==> config.mk <==
export PLATFORM = sky130hd
export DESIGN_NAME = ts_deframer
export DESIGN_NICKNAME = d
export VERILOG_FILES = /design/src/rtl/ts_deframer.sv
export SDC_FILE = /design/constraint.sdc
export NUM_CORES = 1
export LEC_CHECK = 0
export ABC_CLOCK_PERIOD_IN_PS = 5550
export BUFFER_PORTS_ARGS = -buffer_cell sky130_fd_sc_hd__buf_2
export CAP_MARGIN = 0
export CELL_PAD_IN_SITES_DETAIL_PLACEMENT = 0
export CELL_PAD_IN_SITES_GLOBAL_PLACEMENT = 1
export CORE_MARGIN = 2
export CORE_UTILIZATION = 50
export CTS_BUF_LIST = sky130_fd_sc_hd__clkbuf_4 sky130_fd_sc_hd__clkbuf_8 sky130_fd_sc_hd__clkbuf_16
export DETAILED_ROUTE_END_ITERATION = 12
export PLACE_DENSITY = 0.92
export RECOVER_POWER = 25
export SETUP_SLACK_MARGIN = 0.15
export SYNTH_ARGS = -nofsm -noshare
export SYNTH_HDL_FRONTEND = slang
export SYNTH_SLANG_ARGS = --single-unit
==> constraint.sdc <==
create_clock -name spi_clk -period 5.55 [get_ports spi_clk]
set_input_delay 0.8325 -clock spi_clk [delete_from_list [all_inputs] [get_ports spi_clk]]
set_output_delay 0.8325 -clock spi_clk [all_outputs]
set_load 0.02 [all_outputs]
==> src/rtl/ts_deframer.sv <==
`default_nettype none
// ============================================================================
//  Module   : ts_deframer
//  Purpose  : Serial MPEG-TS deframer. Samples ts_sync/ts_valid/ts_d0 on
//             spi_clk, assembles MSB-first bytes, hunts for and locks onto
//             the PKT_LEN-byte packet grid using SYNC_BYTE, and delivers the
//             locked byte stream with packet markers and status.
//  Ports    : spi_clk    - clock, all state changes on the rising edge
//             reset      - asynchronous, active-low reset
//             ts_sync    - byte-alignment marker (qualified by ts_valid)
//             ts_valid   - serial bit valid
//             ts_d0      - serial data, MSB first
//             byte_data  - assembled byte (meaningful with byte_valid)
//             byte_valid - one-cycle pulse per delivered byte
//             pkt_start  - with byte_valid on packet index 0
//             pkt_end    - with byte_valid on packet index PKT_LEN-1
//             sync_lock  - high while LOCKED
//             sync_miss  - pulse on a sync mismatch while LOCKED
//             frag_err   - pulse when a partial byte is discarded
//             pkt_cnt    - packets completed while LOCKED (wraps)
//             err_cnt    - sync_miss + frag_err events (saturates at 0xFF)
//  Revision : 1.0 - initial release
// ============================================================================
module ts_deframer #(
   parameter int         PKT_LEN    = 188,
   parameter logic [7:0] SYNC_BYTE  = 8'h47,
   parameter int         LOCK_CNT   = 3,
   parameter int         UNLOCK_CNT = 3
) (
   input  logic        spi_clk,
   input  logic        reset,
   input  logic        ts_sync,
   input  logic        ts_valid,
   input  logic        ts_d0,
   output logic [7:0]  byte_data,
   output logic        byte_valid,
   output logic        pkt_start,
   output logic        pkt_end,
   output logic        sync_lock,
   output logic        sync_miss,
   output logic        frag_err,
   output logic [15:0] pkt_cnt,
   output logic [7:0]  err_cnt
);

   localparam logic [7:0] c_last_idx   = 8'(PKT_LEN - 1);
   localparam logic [7:0] c_lock_cnt   = 8'(LOCK_CNT);
   localparam logic [7:0] c_unlock_cnt = 8'(UNLOCK_CNT);

   typedef enum logic [1:0] {
      ST_HUNT   = 2'd0,
      ST_VERIFY = 2'd1,
      ST_LOCKED = 2'd2
   } state_t;

   // Only the seven most recent bits need storing: the eighth comes
   // straight from ts_d0 on the edge that completes the byte.
   logic [6:0]  sh_d,         sh_q;
   logic [2:0]  bit_cnt_d,    bit_cnt_q;
   state_t      state_d,      state_q;
   logic [7:0]  idx_d,        idx_q;
   logic [7:0]  good_d,       good_q;
   logic [7:0]  miss_d,       miss_q;
   logic [7:0]  byte_data_d,  byte_data_q;
   logic        byte_valid_d, byte_valid_q;
   logic        pkt_start_d,  pkt_start_q;
   logic        pkt_end_d,    pkt_end_q;
   logic        sync_lock_d,  sync_lock_q;
   logic        sync_miss_d,  sync_miss_q;
   logic        frag_err_d,   frag_err_q;
   logic [15:0] pkt_cnt_d,    pkt_cnt_q;
   logic [7:0]  err_cnt_d,    err_cnt_q;

   logic [7:0]  new_byte;
   logic        byte_done;
   logic        frag_det;
   logic        out_en;
   logic        is_sync;
   logic [7:0]  idx_next;
   logic [8:0]  err_sum;

   // ------------------------------------------------------------------
   // Bit assembly and byte alignment
   // ------------------------------------------------------------------
   always_comb begin
      sh_d      = sh_q;
      bit_cnt_d = bit_cnt_q;
      byte_done = 1'b0;
      frag_det  = 1'b0;
      new_byte  = {sh_q, ts_d0};
      if (ts_valid) begin
         sh_d = new_byte[6:0];
         if (ts_sync) begin
            // The marked bit is the MSB of a fresh byte; anything already
            // collected belongs to a broken byte and is dropped.
            frag_det  = (bit_cnt_q != 3'd0);
            bit_cnt_d = 3'd1;
         end else if (bit_cnt_q == 3'd7) begin
            byte_done = 1'b1;
            bit_cnt_d = 3'd0;
         end else begin
            bit_cnt_d = bit_cnt_q + 3'd1;
         end
      end else if (bit_cnt_q != 3'd0) begin
         // Clearing the counter makes this fire only once per gap.
         frag_det  = 1'b1;
         bit_cnt_d = 3'd0;
      end
   end

   // ------------------------------------------------------------------
   // Packet-grid state machine
   // ------------------------------------------------------------------
   always_comb begin
      state_d     = state_q;
      idx_d       = idx_q;
      good_d      = good_q;
      miss_d      = miss_q;
      out_en      = 1'b0;
      sync_miss_d = 1'b0;
      is_sync     = (new_byte == SYNC_BYTE);
      idx_next    = (idx_q == c_last_idx) ? 8'd0 : idx_q + 8'd1;

      if (byte_done) begin
         case (state_q)
            ST_HUNT: begin
               if (is_sync) begin
                  state_d = ST_VERIFY;
                  idx_d   = 8'd1;
                  good_d  = 8'd1;
               end
            end

            ST_VERIFY: begin
               idx_d = idx_next;
               if (idx_q == 8'd0) begin
                  if (is_sync) begin
                     good_d = good_q + 8'd1;
                     if ((good_q + 8'd1) >= c_lock_cnt) begin
                        // The confirming sync byte is the first one delivered.
                        state_d = ST_LOCKED;
                        miss_d  = 8'd0;
                        out_en  = 1'b1;
                     end
                  end else begin
                     state_d = ST_HUNT;
                     idx_d   = 8'd0;
                     good_d  = 8'd0;
                  end
               end
            end

            ST_LOCKED: begin
               idx_d  = idx_next;
               out_en = 1'b1;
               if (idx_q == 8'd0) begin
                  if (is_sync) begin
                     miss_d = 8'd0;
                  end else begin
                     sync_miss_d = 1'b1;
                     miss_d      = miss_q + 8'd1;
                     if ((miss_q + 8'd1) >= c_unlock_cnt) begin
                        // Lock is lost on this byte, so it is not delivered.
                        state_d = ST_HUNT;
                        idx_d   = 8'd0;
                        good_d  = 8'd0;
                        miss_d  = 8'd0;
                        out_en  = 1'b0;
                     end
                  end
               end
            end

            default: begin
               state_d = ST_HUNT;
               idx_d   = 8'd0;
               good_d  = 8'd0;
               miss_d  = 8'd0;
            end
         endcase
      end
   end

   // ------------------------------------------------------------------
   // Registered outputs and status counters
   // ------------------------------------------------------------------
   always_comb begin
      byte_valid_d = out_en;
      pkt_start_d  = out_en && (idx_q == 8'd0);
      pkt_end_d    = out_en && (idx_q == c_last_idx);
      byte_data_d  = out_en ? new_byte : byte_data_q;
      sync_lock_d  = (state_d == ST_LOCKED);
      frag_err_d   = frag_det;
      pkt_cnt_d    = pkt_cnt_q + {15'd0, pkt_end_d};
      err_sum      = {1'b0, err_cnt_q} + {8'd0, sync_miss_d} + {8'd0, frag_err_d};
      err_cnt_d    = err_sum[8] ? 8'hFF : err_sum[7:0];
   end

   always_ff @(posedge spi_clk or negedge reset) begin
      if (!reset) begin
         sh_q         <= 7'd0;
         bit_cnt_q    <= 3'd0;
         state_q      <= ST_HUNT;
         idx_q        <= 8'd0;
         good_q       <= 8'd0;
         miss_q       <= 8'd0;
         byte_data_q  <= 8'd0;
         byte_valid_q <= 1'b0;
         pkt_start_q  <= 1'b0;
         pkt_end_q    <= 1'b0;
         sync_lock_q  <= 1'b0;
         sync_miss_q  <= 1'b0;
         frag_err_q   <= 1'b0;
         pkt_cnt_q    <= 16'd0;
         err_cnt_q    <= 8'd0;
      end else begin
         sh_q         <= sh_d;
         bit_cnt_q    <= bit_cnt_d;
         state_q      <= state_d;
         idx_q        <= idx_d;
         good_q       <= good_d;
         miss_q       <= miss_d;
         byte_data_q  <= byte_data_d;
         byte_valid_q <= byte_valid_d;
         pkt_start_q  <= pkt_start_d;
         pkt_end_q    <= pkt_end_d;
         sync_lock_q  <= sync_lock_d;
         sync_miss_q  <= sync_miss_d;
         frag_err_q   <= frag_err_d;
         pkt_cnt_q    <= pkt_cnt_d;
         err_cnt_q    <= err_cnt_d;
      end
   end

   assign byte_data  = byte_data_q;
   assign byte_valid = byte_valid_q;
   assign pkt_start  = pkt_start_q;
   assign pkt_end    = pkt_end_q;
   assign sync_lock  = sync_lock_q;
   assign sync_miss  = sync_miss_q;
   assign frag_err   = frag_err_q;
   assign pkt_cnt    = pkt_cnt_q;
   assign err_cnt    = err_cnt_q;

endmodule
`default_nettype wire

* Word level (Yosys, flattened, before mapping)
Index checks and enable logic that the tools add are counted.
** Storage, ports and cells
- Flip-flop bits (word level) :: 74
- Logic and storage cells :: 100
- Output and inout port bits :: 38
** Cells by class
- Reduce and logical (&&, ||, !) cells :: 9
- Order comparisons :: 2
- $add $sub $neg :: 7
- Bitwise logic cells :: 1
- Eq/ne operators :: 13
- Multiplexer cells :: 53
** Operators by type and width (count)
- $mux W8 :: 19
- $pmux W8 S3 :: 3
- $add A8 B1 Y8 const B :: 3
- $mux W1 :: 17
- $add A16 B1 Y16 :: 1
- $ge A8 B2 Y1 const B :: 2
- $mux W2 :: 8
- $ne A2 B2 Y1 const B :: 7
- $mux W3 :: 4
- $reduce_and A6 Y1 :: 2
- $add A8 B1 Y9 :: 1
- $add A9 B1 Y9 :: 1
- $eq A8 B7 Y1 const B :: 1
- $eq A8 B8 Y1 const B :: 1
- $logic_not A8 Y1 :: 1
- $pmux W2 S3 :: 1
- $eq A2 B2 Y1 const B :: 2
- $add A3 B1 Y3 const B :: 1
- $eq A3 B3 Y1 const B :: 1
- $reduce_bool A3 Y1 :: 1
- $eq A2 B1 Y1 const B :: 1
- $logic_and A1 B1 Y1 :: 2
- $logic_not A2 Y1 :: 1
- $pmux W1 S2 :: 1
- other kinds (3) :: 3

* Longest topological paths before layout
- Word-level depth :: 9
- Gate-level depth with buffers :: 13
- Depth with buffers taken out :: 13

* Worst setup path before layout
Ideal clock, no wire load.
- Path kind :: input port to flip-flop
- From :: input ts_d0
- To :: register err_cnt_q[3], in the netlist err_cnt[3]
- Path slack :: 2.807 ns
- Required time :: 5.418 ns
- Buffers on the path :: 0
- Arrival time :: 2.611 ns
- Cell stages on the path :: 10
- Cells stage by stage :: and4b_1 -> nand2_1 -> nand2_2 -> nor3_1 -> fa_1 -> ha_1 -> and3_1 -> and3_1 -> nand3_1 -> o21ai_0
** On the way
- Cells in the longest elaborated chain, start to end :: 8
** Ends and longest elaborated chain
- start: declaration :: RTL line 34 : input logic ts_d0,
- $eq A8 B7 Y1 :: RTL line 121 : is_sync = (new_byte == SYNC_BYTE);
- $mux W1 :: RTL line 157 : if (is_sync) begin
- $mux W1 :: RTL line 156 : if (idx_q == 8'd0) begin
- $mux W1 :: RTL line 125 : case (state_q)
- $mux W1 :: RTL line 124 : if (byte_done) begin
- named net sync_miss_d :: RTL line 69 : logic sync_miss_d, sync_miss_q;
- $add A8 B1 Y9 :: RTL line 195 : err_sum = {1'b0, err_cnt_q} + {8'd0, sync_miss_d} + {8'd0, frag_err_d};
- $add A9 B1 Y9 :: RTL line 195
- $mux W8 :: RTL line 196 : err_cnt_d = err_sum[8] ? 8'hFF : err_sum[7:0];
- named net err_cnt_d[3] :: RTL line 72 : logic [7:0] err_cnt_d, err_cnt_q;
- end signal: assignment :: RTL line 231 : err_cnt_q <= err_cnt_d;
- end: declaration :: RTL line 72
The timed path passes the listed nets, and every way through them passes these cells.
A chain may end at the register's enable or synchronous reset.

* Worst setup path in the final report
- From :: register good_q[1]
- To :: register pkt_cnt_q[15], in the netlist pkt_cnt[15]
** On the way
- Cells in the longest elaborated chain, start to end :: 9
** Ends and longest elaborated chain
- start: declaration :: RTL line 62 : logic [7:0] good_d, good_q;
- start signal: assignment :: RTL line 221 : good_q <= good_d;
- $add A8 B1 Y8 :: RTL line 139 : if ((good_q + 8'd1) >= c_lock_cnt) begin
- $ge A8 B2 Y1 :: RTL line 139
- $mux W1 :: RTL line 139
- $mux W1 :: RTL line 137 : if (is_sync) begin
- $mux W1 :: RTL line 136 : if (idx_q == 8'd0) begin
- $pmux W1 S2 :: RTL line 125
- $mux W1 :: RTL line 124
- $logic_and A1 B1 Y1 :: RTL line 190 : pkt_end_d = out_en && (idx_q == c_last_idx);
- named net pkt_end_d :: RTL line 67 : logic pkt_end_d, pkt_end_q;
- $add A16 B1 Y16 :: RTL line 194 : pkt_cnt_d = pkt_cnt_q + {15'd0, pkt_end_d};
- named net pkt_cnt_d[15] :: RTL line 71 : logic [15:0] pkt_cnt_d, pkt_cnt_q;
- end signal: assignment :: RTL line 230 : pkt_cnt_q <= pkt_cnt_d;
- end: declaration :: RTL line 71
The timed path passes the listed nets, and every way through them passes these cells.

==> tab_implementation.tex <==
\begin{tabular}{lr}
\hline
Metric & Value \\
\hline
\multicolumn{2}{l}{\textbf{Run status}} \\
Status & completed \\
\multicolumn{2}{l}{\textbf{Clock network}} \\
Clock buffer count from CTS & 9 \\
Buffer depth of the longest clock path & 2 \\
CTS hold repair buffers & 0 \\
Sink count of the clock tree & 74 \\
Clock transition at path regs & 0.08 ns \\
Number of levels in the clock H-tree & 3 \\
Library cell used as clock root buffer & sky130\_fd\_sc\_hd\_\_clkbuf\_8 \\
TritonCTS clock tree & yes \\
Setup repair bufs after CTS & 0 \\
Clock latency reported for the late side of the worst-skew pair & 0.35 ns \\
Post-CTS Resized & 0 \\
\multicolumn{2}{l}{\textbf{Die}} \\
Initial core utilization & 0.514 \\
DIE HEIGHT & 90.1 um \\
Cell Rows & 31 \\
Core footprint & 7210 um2 \\
Die Span X & 90.1 um \\
Die outline area & 8120 um2 \\
I/O pins & 43 \\
\multicolumn{2}{l}{\textbf{Global route}} \\
Largest net degree at the start of global routing & 75 \\
Initial antenna violation count & 0 \\
Most Crowded Layer GR & met2 \\
Routing usage on met2 & 0.287 \\
Met3 track demand over resource in global routing & 0.0285 \\
Via count of the first global-routing pass & 2653 \\
Global route total overflow & 0 \\
M1 GR Usage & 0.255 \\
Global-route usage over all layers & 0.187 \\
Global-route wire length before repair & 12.4 mm \\
\multicolumn{2}{l}{\textbf{STA}} \\
Number of failing setup endpoints in the final timing report & 0 \\
Number of pins exceeding their max-slew limit in the final report & 0 \\
Maximum achievable frequency & 0.311 GHz \\
Final hold vios & 0 \\
Minimum period implied by the final worst setup slack & 3.22 ns \\
Slew of the pin with the lowest slew margin & 0.904 ns \\
Setup repair after global routing missed its margin & false \\
Period utilisation layout & 0.580 \\
Setup TNS & 0 ns \\
Worst setup skew after layout & 0.0105 ns \\
Worst relative slew slack & 0.397 \\
\multicolumn{2}{l}{\textbf{Hold path}} \\
Type of the tightest min-delay check & reg -> reg \\
Hold Crit Depth & 1 \\
\multicolumn{2}{l}{\textbf{Pwr}} \\
Sum of internal, switching and leakage power & 1180 uW \\
Internal power summed over all cells & 848 uW \\
PwrDens & 281 nW/um2 \\
Net Sw Frac & 0.282 \\
Clock network fraction of design power & 0.355 \\
NetSw & 333 uW \\
Static leakage & 0.00207 uW \\
Logic gate share of total power & 0.118 \\
Largest voltage drop on the vdd net & 0.000251 V \\
Share of total power in sequential cells & 0.527 \\
\multicolumn{2}{l}{\textbf{Logic synthesis}} \\
Post-synthesis cell count & 341 \\
Cell with the most instances after synthesis & sky130\_fd\_sc\_hd\_\_dfrtp\_1 \\
Average cell area after synthesis & 10.9 um2 \\
Async set-reset flop share out of synthesis & 1.00 \\
Sequential area share after synthesis & 0.499 \\
Cell types with the largest area share after synthesis & sky130\_fd\_sc\_hd\_\_dfrtp\_1 50\%, sky130\_fd\_sc\_hd\_\_ha\_1 5.7\%, sky130\_fd\_sc\_hd\_\_mux2\_2 4.9\% \\
Number of distinct library cells after synthesis & 59 \\
Most used flip-flop cell after synthesis & sky130\_fd\_sc\_hd\_\_dfrtp\_1 \\
Number of synthesized register bits & 74 \\
Area leader, netlist & sky130\_fd\_sc\_hd\_\_dfrtp\_1 \\
Leading post-synthesis cells by instance count & 74 x sky130\_fd\_sc\_hd\_\_dfrtp\_1, 21 x sky130\_fd\_sc\_hd\_\_nand3\_1, 21 x sky130\_fd\_sc\_hd\_\_nor2\_1 \\
Netlist area before placement & 3710 um2 \\
Number of synthesized flops with an enable pin & 0 \\
Net count of the mapped netlist & 364 \\
Fraction of synthesized cell area taken by the top area cell type & 0.499 \\
Number of warnings issued by yosys & 0 \\
\multicolumn{2}{l}{\textbf{Layout}} \\
Layout cell share with drive strength beyond 1 & 0.229 \\
Layout filler cell count & 649 \\
Area delta synth->final & 13.3\% \\
Number of nets in the layout & 411 \\
Number of diodes added for antenna fixing & 0 \\
\multicolumn{2}{l}{\textbf{Worst setup path}} \\
Worst-path maximum fanout & 10 \\
CP max stage cell & sky130\_fd\_sc\_hd\_\_a2111oi\_2 \\
Cell repeated most along the worst path & sky130\_fd\_sc\_hd\_\_ha\_1 \\
Cells on worst reg2reg path & 12 \\
Count of buffering cells on the critical path with inverters included & 0 \\
Worst Setup Start Kind & register \\
Arrival time reported for the critical path endpoint & 3.50 ns \\
Critical path start-end classification & reg -> reg \\
Chain of cells forming the critical path & ha\_1 -> and3b\_1 -> nor3\_1 -> a2111oi\_2 -> nand2\_1 -> a21oi\_4 -> nor2\_1 -> ha\_1 -> and3\_1 -> and2\_1 -> nand3\_1 -> xnor2\_1 \\
Maximum cell stage delay along the critical path & 0.53 ns \\
Number of cells on the critical path & 12 \\
Category of the worst setup path capture point & register \\
CP Data Required Time & 5.83 ns \\
Family of cells with the greatest summed delay on the critical path & simple AND/OR/NAND/NOR gates \\
\multicolumn{2}{l}{\textbf{Placed design}} \\
DP Wirelength & 5.03 mm \\
Port Buffers & 42 \\
Final Wtd Congestion & 0.912 \\
\multicolumn{2}{l}{\textbf{Drt}} \\
Number of detailed-routing iterations run before antenna repair & 4 \\
Via density per instance & 5.55 \\
Remaining number of nets flagged by the antenna check after routing & 0 \\
DRC violation total after the first TritonRoute iteration & 118 \\
DRC viols & 0 \\
Final routed wirelength across all metal layers & 7.14 mm \\
Via count & 2731 \\
Average routed wire per standard cell & 14.5 um \\
\multicolumn{2}{l}{\textbf{Run}} \\
Max Cap Viol & 0 \\
\hline
\end{tabular}
[cell type report]
| cell class | instances | area [um2] | share of cell area |
|---|---|---|---|
| clock buffer | 9 | 124 | 0.0295 |
| clock inverter | 7 | 76.3 | 0.0182 |
| inverter | 15 | 56.3 | 0.0134 |
| multi-input combinational | 246 | 1760 | 0.419 |
| sequential | 74 | 1850 | 0.441 |
| tap | 99 | 124 | 0.0295 |
| timing repair buffer | 42 | 211 | 0.0503 |
[flip-flops by register name, indices dropped and copies added, names as in the netlist]
register    count
pkt_cnt        16
byte_data       8
err_cnt         8
good_q          8
idx_q           8
miss_q          8
sh_q            7
bit_cnt_q       3
state_q         2
byte_valid      1
frag_err        1
pkt_end         1
pkt_start       1
sync_lock       1
sync_miss       1
[worst paths after layout]
path / to / slack (ns) / startpoint
max: pkt_cnt[15] / 2.33 / good_q[1]
min in group asynchronous: idx_q[4] / 0.60 / reset
max reg2reg: pkt_cnt[15] / 2.33 / good_q[1]
min: pkt_cnt[15] / 0.47 / pkt_cnt[15]
min reg2reg: pkt_cnt[15] / 0.47 / pkt_cnt[15]
max in group asynchronous: byte_data[5] / 4.36 / reset
[per-layer routing]
layer / up-vias / wire length, um
met2: 45 / 3300
met1: 1341 / 3420
met4: 0 / 196
met5: - / 0
met3: 14 / 220
li1: 1331 / -
[per-stage QoR]
stage | util | worst slack, ns | area [um2] | instances | hold WS (ns)
final | 0.583 | 2.33 | 4200 | 492 | 0.475
after CTS | 0.583 | 2.37 | 4200 | 492 | 0.484
after floorplan | - | 2.81 | 3710 | 341 | 0.478
after global routing | 0.583 | 2.05 | 4200 | 492 | 0.511
after detailed placement | 0.555 | 2.26 | 4000 | 476 | 0.472
after global placement | 0.555 | 2.39 | 4000 | 476 | 0.467
[power by group through the flow]
stage	sequential (uW)	clock (uW)	combinational, uW
floorplan	655	0	58.2
global placement	632	0	138
detailed placement	631	0	142
global route	632	452	154
finish	622	419	139
CTS	622	428	142
[cells by family after synthesis]
logic type	Yosys count	synth area share
and+or+nand+nor	124	0.183
muxes	16	0.0486
DFF	74	0.499
xor gates and xnor gates	18	0.0425
buffers and inverters	21	0.0263
AOI/OAI and AO/OA	70	0.138
adders and majority gates	18	0.0628
[cells in the final DEF, fill, tap and decap left out, drive strengths merged, types with 2 or more instances in the layout]
cell / count
ha: 17
a311oi: 2
dfrtp: 74
a211oi: 2
clkbuf: 10
nand2b: 3
o221a: 2
buf: 41
a31oi: 3
nor3: 6
nand4: 5
and2: 5
a21oi: 12
and3: 16
o21a: 4
xnor2: 13
or4: 2
clkinv: 2
o21ai: 19
xor2: 5
nor2: 22
clkinvlp: 2
nand2: 19
a221oi: 2
nor2b: 14
a31o: 2
or3: 2
nand3: 21
a22o: 5
o31ai: 6
inv: 17
o22ai: 2
mux2: 16
[worst reg2reg max path, delay by kind of cell, from the launching register on]
kind	cells	cell delay, ns
DFF	1	0.47
and+or+nand+nor	7	1.12
adders and majority gates	2	0.54
AOI/OAI and AO/OA	2	0.90
xor gates and xnor gates	1	0.12
(Power assumes the default switching activity.)
